===== config.mk =====
export PLATFORM = sky130hd
export DESIGN_NAME = uart_host_bridge
export DESIGN_NICKNAME = d
export VERILOG_FILES = /design/src/rtl/uart_pkt_pkg.sv /design/src/rtl/uart_host_rr_arb.sv /design/src/rtl/uart_host_bridge.sv
export SDC_FILE = /design/constraint.sdc
export NUM_CORES = 1
export LEC_CHECK = 0
export ABC_AREA = 0
export CAP_MARGIN = 20
export CORE_MARGIN = 2
export CORE_UTILIZATION = 30
export DETAILED_ROUTE_END_ITERATION = 8
export GPL_ROUTABILITY_DRIVEN = 0
export PLACE_DENSITY_LB_ADDON = 0.12
export RECOVER_POWER = 25
export SETUP_SLACK_MARGIN = 0.4
export SYNTH_ARGS = -nofsm -noshare
export SYNTH_HDL_FRONTEND = slang
export SYNTH_SLANG_ARGS = --single-unit

===== constraint.sdc =====
create_clock -name clk -period 1.95 [get_ports clk]
set_input_delay 0.39 -clock clk [delete_from_list [all_inputs] [get_ports clk]]
set_output_delay 0.39 -clock clk [all_outputs]
set_load 0.005 [all_outputs]

===== src/rtl/uart_pkt_pkg.sv =====
// Shared UART packet definitions: type codes, INFO address range, channel index.
// Used by both the host bridge and the on-chip packet mux.
package uart_pkt_pkg;

    localparam logic [7:0] PARROT          = 8'd0;
    localparam logic [7:0] ETH_FRAME_IN    = 8'd1;
    localparam logic [7:0] ETH_FRAME_OUT   = 8'd2;
    localparam logic [7:0] REMAINING_LAYER = 8'd3;
    localparam logic [7:0] INSTRUCTION     = 8'd4;
    localparam logic [7:0] BRAIN_STATUS    = 8'd5;
    localparam logic [7:0] PAYLOAD_COMING  = 8'd6;
    localparam logic [7:0] INFO            = 8'd7;

    localparam logic [7:0]  INFO_ADDR_FIRST = 8'd0;
    localparam logic [7:0]  INFO_ADDR_LAST  = 8'd27;
    localparam int unsigned INFO_ADDR_COUNT = 28;

    // Declaration order is the round-robin order.
    typedef enum logic [1:0] {
        ChInstr   = 2'd0,
        ChEth     = 2'd1,
        ChPayload = 2'd2,
        ChInfo    = 2'd3
    } chan_e;

    typedef enum logic [1:0] {
        TIdle = 2'd0,
        THdr  = 2'd1,
        TAddr = 2'd2,
        TData = 2'd3
    } tx_state_e;

    typedef enum logic {
        RHdr  = 1'b0,
        RData = 1'b1
    } rx_state_e;

    function automatic logic [7:0] chan_type(chan_e ch);
        logic [7:0] code;
        code = INSTRUCTION;
        unique case (ch)
            ChInstr:   code = INSTRUCTION;
            ChEth:     code = ETH_FRAME_IN;
            ChPayload: code = PAYLOAD_COMING;
            ChInfo:    code = INFO;
        endcase
        return code;
    endfunction

endpackage


===== src/rtl/uart_host_rr_arb.sv =====
// 4-way round-robin arbiter; the winner is captured on latch and the priority
// pointer moves past it on advance.
module uart_host_rr_arb
    import uart_pkt_pkg::*;
(
    input  logic       clk,
    input  logic       rst,
    input  logic [3:0] req,
    input  logic       latch,
    input  logic       advance,
    output logic       any_req,
    output chan_e      grant
);

    chan_e      ptr_q;
    chan_e      grant_q;
    chan_e      winner;
    logic [1:0] idx;

    // Scan from the farthest offset down so the closest requester to ptr_q wins.
    always_comb begin
        winner = ptr_q;
        idx    = 2'd0;
        for (int i = 3; i >= 0; i--) begin
            idx = ptr_q + 2'(i);
            if (req[idx]) begin
                winner = chan_e'(idx);
            end
        end
    end

    assign any_req = |req;
    assign grant   = grant_q;

    always_ff @(posedge clk) begin
        if (rst) begin
            ptr_q   <= ChInstr;
            grant_q <= ChInstr;
        end else begin
            if (latch) begin
                grant_q <= winner;
            end
            if (advance) begin
                ptr_q <= chan_e'(grant_q + 2'd1);
            end
        end
    end

endmodule


===== src/rtl/uart_host_bridge.sv =====
// Host-side UART packet encoder/decoder. Define UART_HOST_BRIDGE_STATS_EN to add
// saturating packet counters.
module uart_host_bridge
    import uart_pkt_pkg::*;
#(
    parameter int unsigned COUNT_WIDTH = 16
) (
    input  logic        clk,
    input  logic        rst,

    input  logic [7:0]  instr_tdata,
    input  logic        instr_tvalid,
    output logic        instr_tready,
    input  logic        instr_tlast,

    input  logic [7:0]  eth_tdata,
    input  logic        eth_tvalid,
    output logic        eth_tready,
    input  logic        eth_tlast,

    input  logic [7:0]  payload_tdata,
    input  logic        payload_tvalid,
    output logic        payload_tready,
    input  logic        payload_tlast,

    input  logic [15:0] info_tdata,
    input  logic        info_tvalid,
    output logic        info_tready,
    input  logic        info_tlast,

    output logic [7:0]  uart_tx_tdata,
    output logic        uart_tx_tvalid,
    input  logic        uart_tx_tready,
    output logic        uart_tx_tlast,

    input  logic [7:0]  uart_rx_tdata,
    input  logic        uart_rx_tvalid,
    output logic        uart_rx_tready,
    input  logic        uart_rx_tlast,

    output logic [7:0]  echo_tdata,
    output logic        echo_tvalid,
    input  logic        echo_tready,
    output logic        echo_tlast,

    output logic [7:0]  frame_out_tdata,
    output logic        frame_out_tvalid,
    input  logic        frame_out_tready,
    output logic        frame_out_tlast,

    output logic [7:0]  layer_tdata,
    output logic        layer_tvalid,
    input  logic        layer_tready,
    output logic        layer_tlast,

    output logic [7:0]  status_tdata,
    output logic        status_tvalid,
    input  logic        status_tready,
    output logic        status_tlast
`ifdef UART_HOST_BRIDGE_STATS_EN
    ,
    output logic [COUNT_WIDTH-1:0] tx_pkt_count,
    output logic [COUNT_WIDTH-1:0] rx_pkt_count,
    output logic [COUNT_WIDTH-1:0] rx_drop_count
`endif
);

    tx_state_e tx_state_q, tx_state_d;
    rx_state_e rx_state_q, rx_state_d;
    logic [7:0] hdr_q, hdr_d;

    logic  arb_any;
    logic  arb_latch;
    logic  arb_advance;
    chan_e grant;
    logic  tx_done;
    logic  rx_known_hs;
    logic  rx_drop_hs;

    assign uart_tx_tlast   = 1'b0;
    assign echo_tlast      = 1'b0;
    assign frame_out_tlast = 1'b0;
    assign layer_tlast     = 1'b0;
    assign status_tlast    = 1'b0;

    logic unused_tlast;
    assign unused_tlast = instr_tlast ^ eth_tlast ^ payload_tlast ^ info_tlast ^ uart_rx_tlast;

    uart_host_rr_arb u_arb (
        .clk     (clk),
        .rst     (rst),
        .req     ({info_tvalid, payload_tvalid, eth_tvalid, instr_tvalid}),
        .latch   (arb_latch),
        .advance (arb_advance),
        .any_req (arb_any),
        .grant   (grant)
    );

    // TX encoder; all outputs held low while rst is asserted.
    always_comb begin
        tx_state_d     = tx_state_q;
        uart_tx_tvalid = 1'b0;
        uart_tx_tdata  = 8'h00;
        instr_tready   = 1'b0;
        eth_tready     = 1'b0;
        payload_tready = 1'b0;
        info_tready    = 1'b0;
        arb_latch      = 1'b0;
        arb_advance    = 1'b0;
        tx_done        = 1'b0;
        if (!rst) begin
            unique case (tx_state_q)
                TIdle: begin
                    if (arb_any) begin
                        arb_latch  = 1'b1;
                        tx_state_d = THdr;
                    end
                end
                THdr: begin
                    uart_tx_tvalid = 1'b1;
                    uart_tx_tdata  = chan_type(grant);
                    if (uart_tx_tready) begin
                        tx_state_d = (grant == ChInfo) ? TAddr : TData;
                    end
                end
                TAddr: begin
                    uart_tx_tvalid = 1'b1;
                    uart_tx_tdata  = info_tdata[15:8];
                    if (uart_tx_tready) begin
                        tx_state_d = TData;
                    end
                end
                TData: begin
                    uart_tx_tvalid = 1'b1;
                    unique case (grant)
                        ChInstr: begin
                            uart_tx_tdata = instr_tdata;
                            instr_tready  = uart_tx_tready;
                        end
                        ChEth: begin
                            uart_tx_tdata = eth_tdata;
                            eth_tready    = uart_tx_tready;
                        end
                        ChPayload: begin
                            uart_tx_tdata  = payload_tdata;
                            payload_tready = uart_tx_tready;
                        end
                        ChInfo: begin
                            uart_tx_tdata = info_tdata[7:0];
                            info_tready   = uart_tx_tready;
                        end
                    endcase
                    if (uart_tx_tready) begin
                        arb_advance = 1'b1;
                        tx_done     = 1'b1;
                        tx_state_d  = TIdle;
                    end
                end
            endcase
        end
    end

    // RX decoder; data bytes pass straight through to the selected output.
    always_comb begin
        rx_state_d       = rx_state_q;
        hdr_d            = hdr_q;
        uart_rx_tready   = 1'b0;
        echo_tdata       = 8'h00;
        echo_tvalid      = 1'b0;
        frame_out_tdata  = 8'h00;
        frame_out_tvalid = 1'b0;
        layer_tdata      = 8'h00;
        layer_tvalid     = 1'b0;
        status_tdata     = 8'h00;
        status_tvalid    = 1'b0;
        rx_known_hs      = 1'b0;
        rx_drop_hs       = 1'b0;
        if (!rst) begin
            unique case (rx_state_q)
                RHdr: begin
                    uart_rx_tready = 1'b1;
                    if (uart_rx_tvalid) begin
                        hdr_d      = uart_rx_tdata;
                        rx_state_d = RData;
                    end
                end
                RData: begin
                    case (hdr_q)
                        PARROT: begin
                            echo_tdata     = uart_rx_tdata;
                            echo_tvalid    = uart_rx_tvalid;
                            uart_rx_tready = echo_tready;
                        end
                        ETH_FRAME_OUT: begin
                            frame_out_tdata  = uart_rx_tdata;
                            frame_out_tvalid = uart_rx_tvalid;
                            uart_rx_tready   = frame_out_tready;
                        end
                        REMAINING_LAYER: begin
                            layer_tdata    = uart_rx_tdata;
                            layer_tvalid   = uart_rx_tvalid;
                            uart_rx_tready = layer_tready;
                        end
                        BRAIN_STATUS: begin
                            status_tdata   = uart_rx_tdata;
                            status_tvalid  = uart_rx_tvalid;
                            uart_rx_tready = status_tready;
                        end
                        default: begin
                            uart_rx_tready = 1'b1;
                        end
                    endcase
                    if (uart_rx_tvalid && uart_rx_tready) begin
                        rx_state_d = RHdr;
                        case (hdr_q)
                            PARROT, ETH_FRAME_OUT, REMAINING_LAYER, BRAIN_STATUS: begin
                                rx_known_hs = 1'b1;
                            end
                            default: begin
                                rx_drop_hs = 1'b1;
                            end
                        endcase
                    end
                end
            endcase
        end
    end

    always_ff @(posedge clk) begin
        if (rst) begin
            tx_state_q <= TIdle;
            rx_state_q <= RHdr;
            hdr_q      <= 8'h00;
        end else begin
            tx_state_q <= tx_state_d;
            rx_state_q <= rx_state_d;
            hdr_q      <= hdr_d;
        end
    end

`ifdef UART_HOST_BRIDGE_STATS_EN
    localparam logic [COUNT_WIDTH-1:0] CntMax = '1;

    logic [COUNT_WIDTH-1:0] tx_cnt_q;
    logic [COUNT_WIDTH-1:0] rx_cnt_q;
    logic [COUNT_WIDTH-1:0] drop_cnt_q;

    always_ff @(posedge clk) begin
        if (rst) begin
            tx_cnt_q   <= '0;
            rx_cnt_q   <= '0;
            drop_cnt_q <= '0;
        end else begin
            if (tx_done && tx_cnt_q != CntMax) begin
                tx_cnt_q <= tx_cnt_q + COUNT_WIDTH'(1);
            end
            if (rx_known_hs && rx_cnt_q != CntMax) begin
                rx_cnt_q <= rx_cnt_q + COUNT_WIDTH'(1);
            end
            if (rx_drop_hs && drop_cnt_q != CntMax) begin
                drop_cnt_q <= drop_cnt_q + COUNT_WIDTH'(1);
            end
        end
    end

    assign tx_pkt_count  = tx_cnt_q;
    assign rx_pkt_count  = rx_cnt_q;
    assign rx_drop_count = drop_cnt_q;
`else
    logic unused_stats;
    assign unused_stats = (^COUNT_WIDTH) ^ tx_done ^ rx_known_hs ^ rx_drop_hs;
`endif

endmodule


==> results.py <==
metrics = {
    "status": {
        "outcome": "complete, but fails checks",
        "violations": "negative setup slack",
    },
    "detailed_routing": {
        "num_vias": 2353,
        "drtAntennaViolNets": 0,
        "routed_wl_um": 8080,
        "drtIter0Drc": 105,
        "first_pass_iters": 5,
        "drc": 0,
        "wl_per_cell_um": 17.2,
        "via_per_inst": 5.02,
    },
    "place": {
        "post-dp-hpwl_um": 4610,
        "place_ws_ns": -0.446,
        "io_buffers": 109,
        "dpl.cell_count": 424,
    },
    "yosys": {
        "synth_flop_cell": "dfxtp_1",
        "syn_area_um2": 1490,
        "avgSynthCellArea_um2": 6.92,
        "yosys_register_bits": 15,
        "synth-edff-count": 0,
        "synth.distinct_cells": 40,
        "ys_seq_area_share_pct": 20.2,
        "synthCells": 215,
        "async_flop_share_pct": 0,
        "ys_warn_count": 0,
    },
    "worst_setup_path": {
        "reg2reg_from": "tx_state_q[1]",
        "critPathCaptureType": "output port",
        "r2r-end": "tx_state_q[1]",
        "path_class": "reg2out",
        "cp_data_arrival_time_ns": 1.98,
        "critical_path.top_delay_family": "simple AND/OR/NAND/NOR gates",
        "path_buf_inv": 2,
        "cp_num_cells": 5,
        "r2r_cells": 9,
        "worstSetupStartpoint": "hdr_q[4]",
        "cp_slowest_cell": "or4_4",
        "start_kind": "register",
        "max_stage_delay_ns": 0.57,
        "worstPathCellList": "or4_4 > or4_4 > buf_6 > nor2_4 > buf_2",
        "crit_top_cell": "or4_4",
        "ff2ff_setup_slack_ns": 0.10,
        "crit_end": "status_tdata[2]",
        "critical_path_required_ns": 1.56,
        "path_max_fanout": 3,
    },
    "die": {
        "coreArea_um2": 4750,
        "start_util_pct": 31.3,
        "die_h_um": 74.4,
        "ios": 120,
        "rows": 25,
        "die_width_um": 74.4,
        "dieArea_um2": 5540,
    },
    "timing": {
        "hold_viol_final": 0,
        "post-route-period-util_pct": 122,
        "clock_skew_ns": 0.00490,
        "drv_slew": 0,
        "fmax_mhz": 422,
        "worst_slew_pin_slew_ns": 0.680,
        "period_minus_slack_ns": 2.37,
        "max_slew_margin_pct": 54.4,
        "rsz0062_at_grt": "true",
        "setup_viol": 47,
        "worst_slack_ns": -0.419,
    },
    "cts": {
        "clk_latency_ns": 0.25,
        "cts_root_buf": "clkbuf_8",
        "clock_path_buffers": 2,
        "cts_sinks": 15,
        "cts_max_level": 1,
        "clkTransAtPathRegs_ns": 0.07,
        "numCtsBuffers": 3,
        "cts_tree": "built",
    },
    "global_routing": {
        "gr-total-overflow": 0,
        "grt_pass1_vias": 2253,
        "antenna_found_initial": 0,
        "grt_pass1_wl_um": 10800,
        "gr-usage-all-layers_pct": 25.3,
        "grt_max_degree": 15,
    },
    "pwr": {
        "ir_drop_mv": 0.591,
        "p_leak_nw": 1.60,
        "power_mw": 2.58,
        "p_per_area_nw_per_um2": 704,
    },
    "layout": {
        "fin_cells": 469,
        "layout.nets": 479,
        "syn2layout_area_growth_pct": 146,
        "drive_gt1_share_pct": 52.2,
        "antenna_cells": 0,
    },
    "min_path": {
        "hold_path.class": "reg2reg",
    },
    "job": {
        "maxCapViolCount": 0,
    },
}
[flip-flops by register name, indices dropped and copies added, names as in the netlist]
| signal | flops |
|---|---|
| rx_state_q | 1 |
| u_arb.grant | 2 |
| u_arb.ptr_q | 2 |
| tx_state_q | 2 |
| hdr_q | 8 |
[worst min path at each step]
stage | startpoint | end | slack (ns) | cells past startpoint
after floorplan | hdr_q[4] | hdr_q[4] | 0.46 | 2
after global placement | hdr_q[7] | hdr_q[7] | 0.48 | 2
after detailed placement | hdr_q[5] | hdr_q[5] | 0.50 | 2
after CTS | hdr_q[6] | hdr_q[6] | 0.50 | 2
after global routing | hdr_q[6] | hdr_q[6] | 0.52 | 2
final | hdr_q[6] | hdr_q[6] | 0.50 | 2
[what timing repair did]
action                                  4_1_cts  5_1_grt
endpoints found under the setup margin       52       58
resized for setup                           286       40
setup buffers                                30        7
hold buffers                                  0        0
cloned                                        4        0
pin swaps                                    58       32
[cell usage in the layout, fill, tap and decap left out, types with 2 or more instances in the layout]
master and count:
clkbuf_8 3, inv_1 3, nand2_1 22, buf_6 36
buf_2 45, a21oi_2 2, ha_4 7, clkbuf_1 2
dfxtp_2 4, nor2_2 14, a32o_1 5, nor2b_1 4
dlygate4sd2_1 2, dfxtp_1 9, a222oi_1 5, buf_12 5
nor2_1 25, nand3b_4 2, dfxtp_4 2, nor2_4 14
and2_4 4, inv_2 4, nand3_1 5, buf_8 2
nor3_4 2, nand2_8 2, buf_4 42, nand2b_1 8
inv_4 2, a22oi_1 3, nand3_4 2, clkdlybuf4s50_1 57
o21ai_1 6, ha_1 3, mux2i_1 8, or4_4 3
conb_1 5, a21oi_1 8
[metal layers]
metal / track usage, % / up-vias / wire length (um) / share of wire (%)
met3: 7.45 / 22 / 696 / 8.6
met1: 27.1 / 1091 / 3050 / 38
li1: - / 1130 / - / -
met5: 0 / - / 0 / 0
met4: 7.34 / 0 / 168 / 2.1
met2: 47.5 / 110 / 4170 / 52
[cell usage after synthesis (2+ instances only)]
master	count	area (um^2)
inv_1	9	33.8
a222oi_1	5	50.1
nand3_1	5	25.0
or4_4	2	22.5
and2_1	4	25.0
o21ai_0	8	40.0
buf_4	5	37.5
nand2b_1	8	50.1
nor3_1	3	15.0
dfxtp_1	15	300
nor4_1	2	12.5
mux2i_1	9	90.1
a32o_1	5	50.1
a221oi_1	2	17.5
nor2b_1	5	31.3
ha_1	11	138
nor2_1	51	191
a22oi_1	4	30.0
clkbuf_1	10	37.5
nand2_1	22	82.6
nor2_2	2	12.5
a21oi_1	10	50.1
[worst reg2reg max path, delay by kind of cell (launching register included)]
kind                     cells  cell delay, ns
AO/OA/AOI/OAI                1            0.22
adder cells (fa/ha/maj)      1            0.25
buffers and inverters        4            0.55
flip-flops                   1            0.33
multiplexers                 1            0.23
AND/OR/NAND/NOR              2            0.18
[layout make-up]
type | count | area, um^2
flip-flops and latches | 15 | 313
inverters | 9 | 38.8
repair buffers | 191 | 1670
fillers | 317 | 1090
multi-input cells | 183 | 1510
clock buffers | 3 | 41.3
well taps | 67 | 83.8
clock inverters | 1 | 7.51
[power breakdown]
group	leakage (nW)	switching (mW)	internal, mW	total (mW)
logic	1.45	0.860	1.05	1.91
clock network	0.0217	0.118	0.144	0.262
registers	0.126	0.0450	0.366	0.411
[stage by stage]
stage          TNS, ns  util, %  area, um^2  hold slack [ns]
6_report        -14.33     77.1        3660            0.498
5_1_grt         -17.38     77.1        3660            0.520
4_1_cts         -14.30     73.3        3490            0.502
3_5_place_dp    -19.76     63.4        3010            0.503
3_3_place_gp    -19.10     63.4        3010            0.477
2_1_floorplan        0        -        1610            0.461
[cells by family after synthesis]
family | after synthesis | share of synthesized area [%]
and+or+nand+nor | 110 | 34.7
adders and majority gates | 11 | 9.25
buffers and inverters | 25 | 8.07
muxes | 9 | 6.06
DFF | 15 | 20.2
other | 1 | 0.252
AOI/OAI and AO/OA | 44 | 21.5
Power figures use the tool's default switching activity.
==> RTL change (same settings) <==
The option `UART_HOST_BRIDGE_STATS_EN` is turned on by a define.
--- a/src/rtl/uart_host_bridge.sv
+++ b/src/rtl/uart_host_bridge.sv
@@ -1,4 +1,6 @@
 // Host-side UART packet encoder/decoder. Define UART_HOST_BRIDGE_STATS_EN to add
 // saturating packet counters.
+`define UART_HOST_BRIDGE_STATS_EN
+
 module uart_host_bridge
     import uart_pkt_pkg::*;
Behaviour (old outputs only; new: rx_drop_count, rx_pkt_count and tx_pkt_count): unchanged (equiv_simple and equiv_induct, registers matched by name and starting in step).
==> RTL change against the original RTL <==
The run still ends with setup timing left. Cell area up 130%. Combinational power down 21%. Setup slack better by 0.084 ns. Via count up 110%. Sequential cell count up 48. Synthesized area rose to 2.7 times the old value. Die area rose to 2.6 times the old value. Total power up 67%. Routed wire length up 97%. Largest power group unchanged.
==> RTL change: results (changes against the original RTL) <==
Cell with the biggest individual delay on the critical path: dfxtp_4 (was or4_4). The met1 track utilization from global routing came out at 25.47% (was 27.12%). The run gives 50 (was 47) as the setup violation total in the final timing report. Largest clock skew in the final design: 0.008604 ns (was 0.004902 ns). The count of H-tree levels built during CTS came out at 3 (was 1). Total negative setup slack: -6.712 ns (was -14.33 ns).

The buffer cell driving the clock tree root is clkbuf_16 (was clkbuf_8). The maximum number of pins on one net before global-route repair is 36 (was 15). The start point of the worst min-delay path is rx_pkt_count[6]$_SDFFE_PP0P_ (was hdr_q[6]$_SDFFE_PP0P_). The sum of met2 wire segment lengths after detailed routing is 7999 um (was 4168 um), and the minimum setup slack after placement is -0.5830 ns (was -0.4462 ns). Largest stage delay on the critical path: 0.39 ns (was 0.57 ns). The run finished, with violations left.

The tools report the largest voltage drop on the vdd net as 376.1 uV (was 591.2 uV). The total track usage came out at 20.87% (was 25.26%). The first-iteration detailed-routing DRC count is 288 (was 105). Vias after detailed routing: 5045 (was 2353). The first-pass GRT wire length is 24330 um (was 10810 um), and the number of input and output port buffers inserted is 157 (was 109).

The logs give 1097 (was 317) for the final-layout fill cell count and 3.369 nW (was 1.599 nW) for the leakage power summed over all cells. For the post-synthesis sequential area ratio, the log shows 31.77% (was 20.19%). The tools report the terminus of the critical flop-to-flop path as tx_pkt_count[14]$_SDFFE_PP0P_ (was tx_state_q[1]$_SDFFE_PP0P_). The setup slack of the critical path after layout is -0.3357 ns (was -0.4194 ns), and the final-stage net count is 898 (was 479).

Most used standard cells in the synthesized netlist: 90 x nor2_1, 63 x dfxtp_1, 45 x nand2_1 (was 51 x nor2_1, 22 x nand2_1, 15 x dfxtp_1). The post-CTS setup-driven buffer insertion count came out at 49 (was 30). Violated checks: setup timing (unchanged).

The number of buffers created by CTS was 9 (was 3). The logs give 429 (was 286) for the number of instances resized during post-cts repair and 6425 sq um (was 3013 sq um) for the post-place instance area. The number of optimization iterations in the first detailed-route pass is 7 (was 5), and the worst-skew pair later-pin latency is 0.33 ns (was 0.25 ns).

The data arrival at the endpoint of the critical path came out at 1.90 ns (was 1.98 ns). The logs give 884 um (was 696 um) for the wire length on met3 and 4894 (was 2253) for the number of global-route vias before repair. The run gives 15910 um (was 8079 um) as the total wire length.
[RTL change: cell count changes after synthesis, sizes merged, moves of 8 or more]
cell,unedited run,this run
dfxtp,15,63
nor2,53,90
a21oi,10,33
nand2,23,45
o21ai,8,25
nand3,6,21
nand4,0,15
or3,0,15
xnor2,0,13
nor3,3,12
nor4,2,11
clkbuf,10,18
or4,2,10
[RTL change: logic make-up after synthesis]
logic type,after synthesis,synth area share [%]
compound gates,101,16.70
xor+xnor,14,3.089
fa+ha+maj,14,4.412
buf+inv,46,5.893
flops,63,31.77
mux,20,5.200
other cells,1,0.09446
simple gates,258,32.84
[RTL change: cell type report]
class                           instances  area, sq um  share of cell area, %
Multi-Input combinational cell        412         3538                  42.89
Timing Repair Buffer                  318         2839                  34.42
Sequential cell                        63         1329                  16.11
Clock buffer                           12        236.5                  2.867
Tap cell                              176        220.2                  2.669
Inverter                               15        63.81                 0.7735
Clock inverter                          4        22.52                 0.2730
[RTL change: where the power goes]
group / internal (W) / switching (W)
clock: 0.000853 / 0.000569
combinational: 0.000827 / 0.000669
sequential: 0.00133 / 0.0000511
total: 0.00301 / 0.00129
[RTL change: how the worst max path moves through the flow]
stage	start	end	slack, ns	depth (start not counted)
after global placement	info_tdata[2]	uart_tx_tdata[2]	-0.59	6
final	u_arb.grant[1]$_SDFFE_PP0P_	uart_tx_tdata[2]	-0.34	7
after floorplan	rx_drop_count[1]$_SDFFE_PP0P_	rx_drop_count[1]$_SDFFE_PP0P_	0.16	8
after detailed placement	info_tdata[2]	uart_tx_tdata[2]	-0.58	6
after global routing	u_arb.grant[1]$_SDFFE_PP0P_	uart_tx_tdata[2]	-0.50	7
after CTS	u_arb.grant[1]$_SDFFE_PP0P_	uart_tx_tdata[2]	-0.39	7
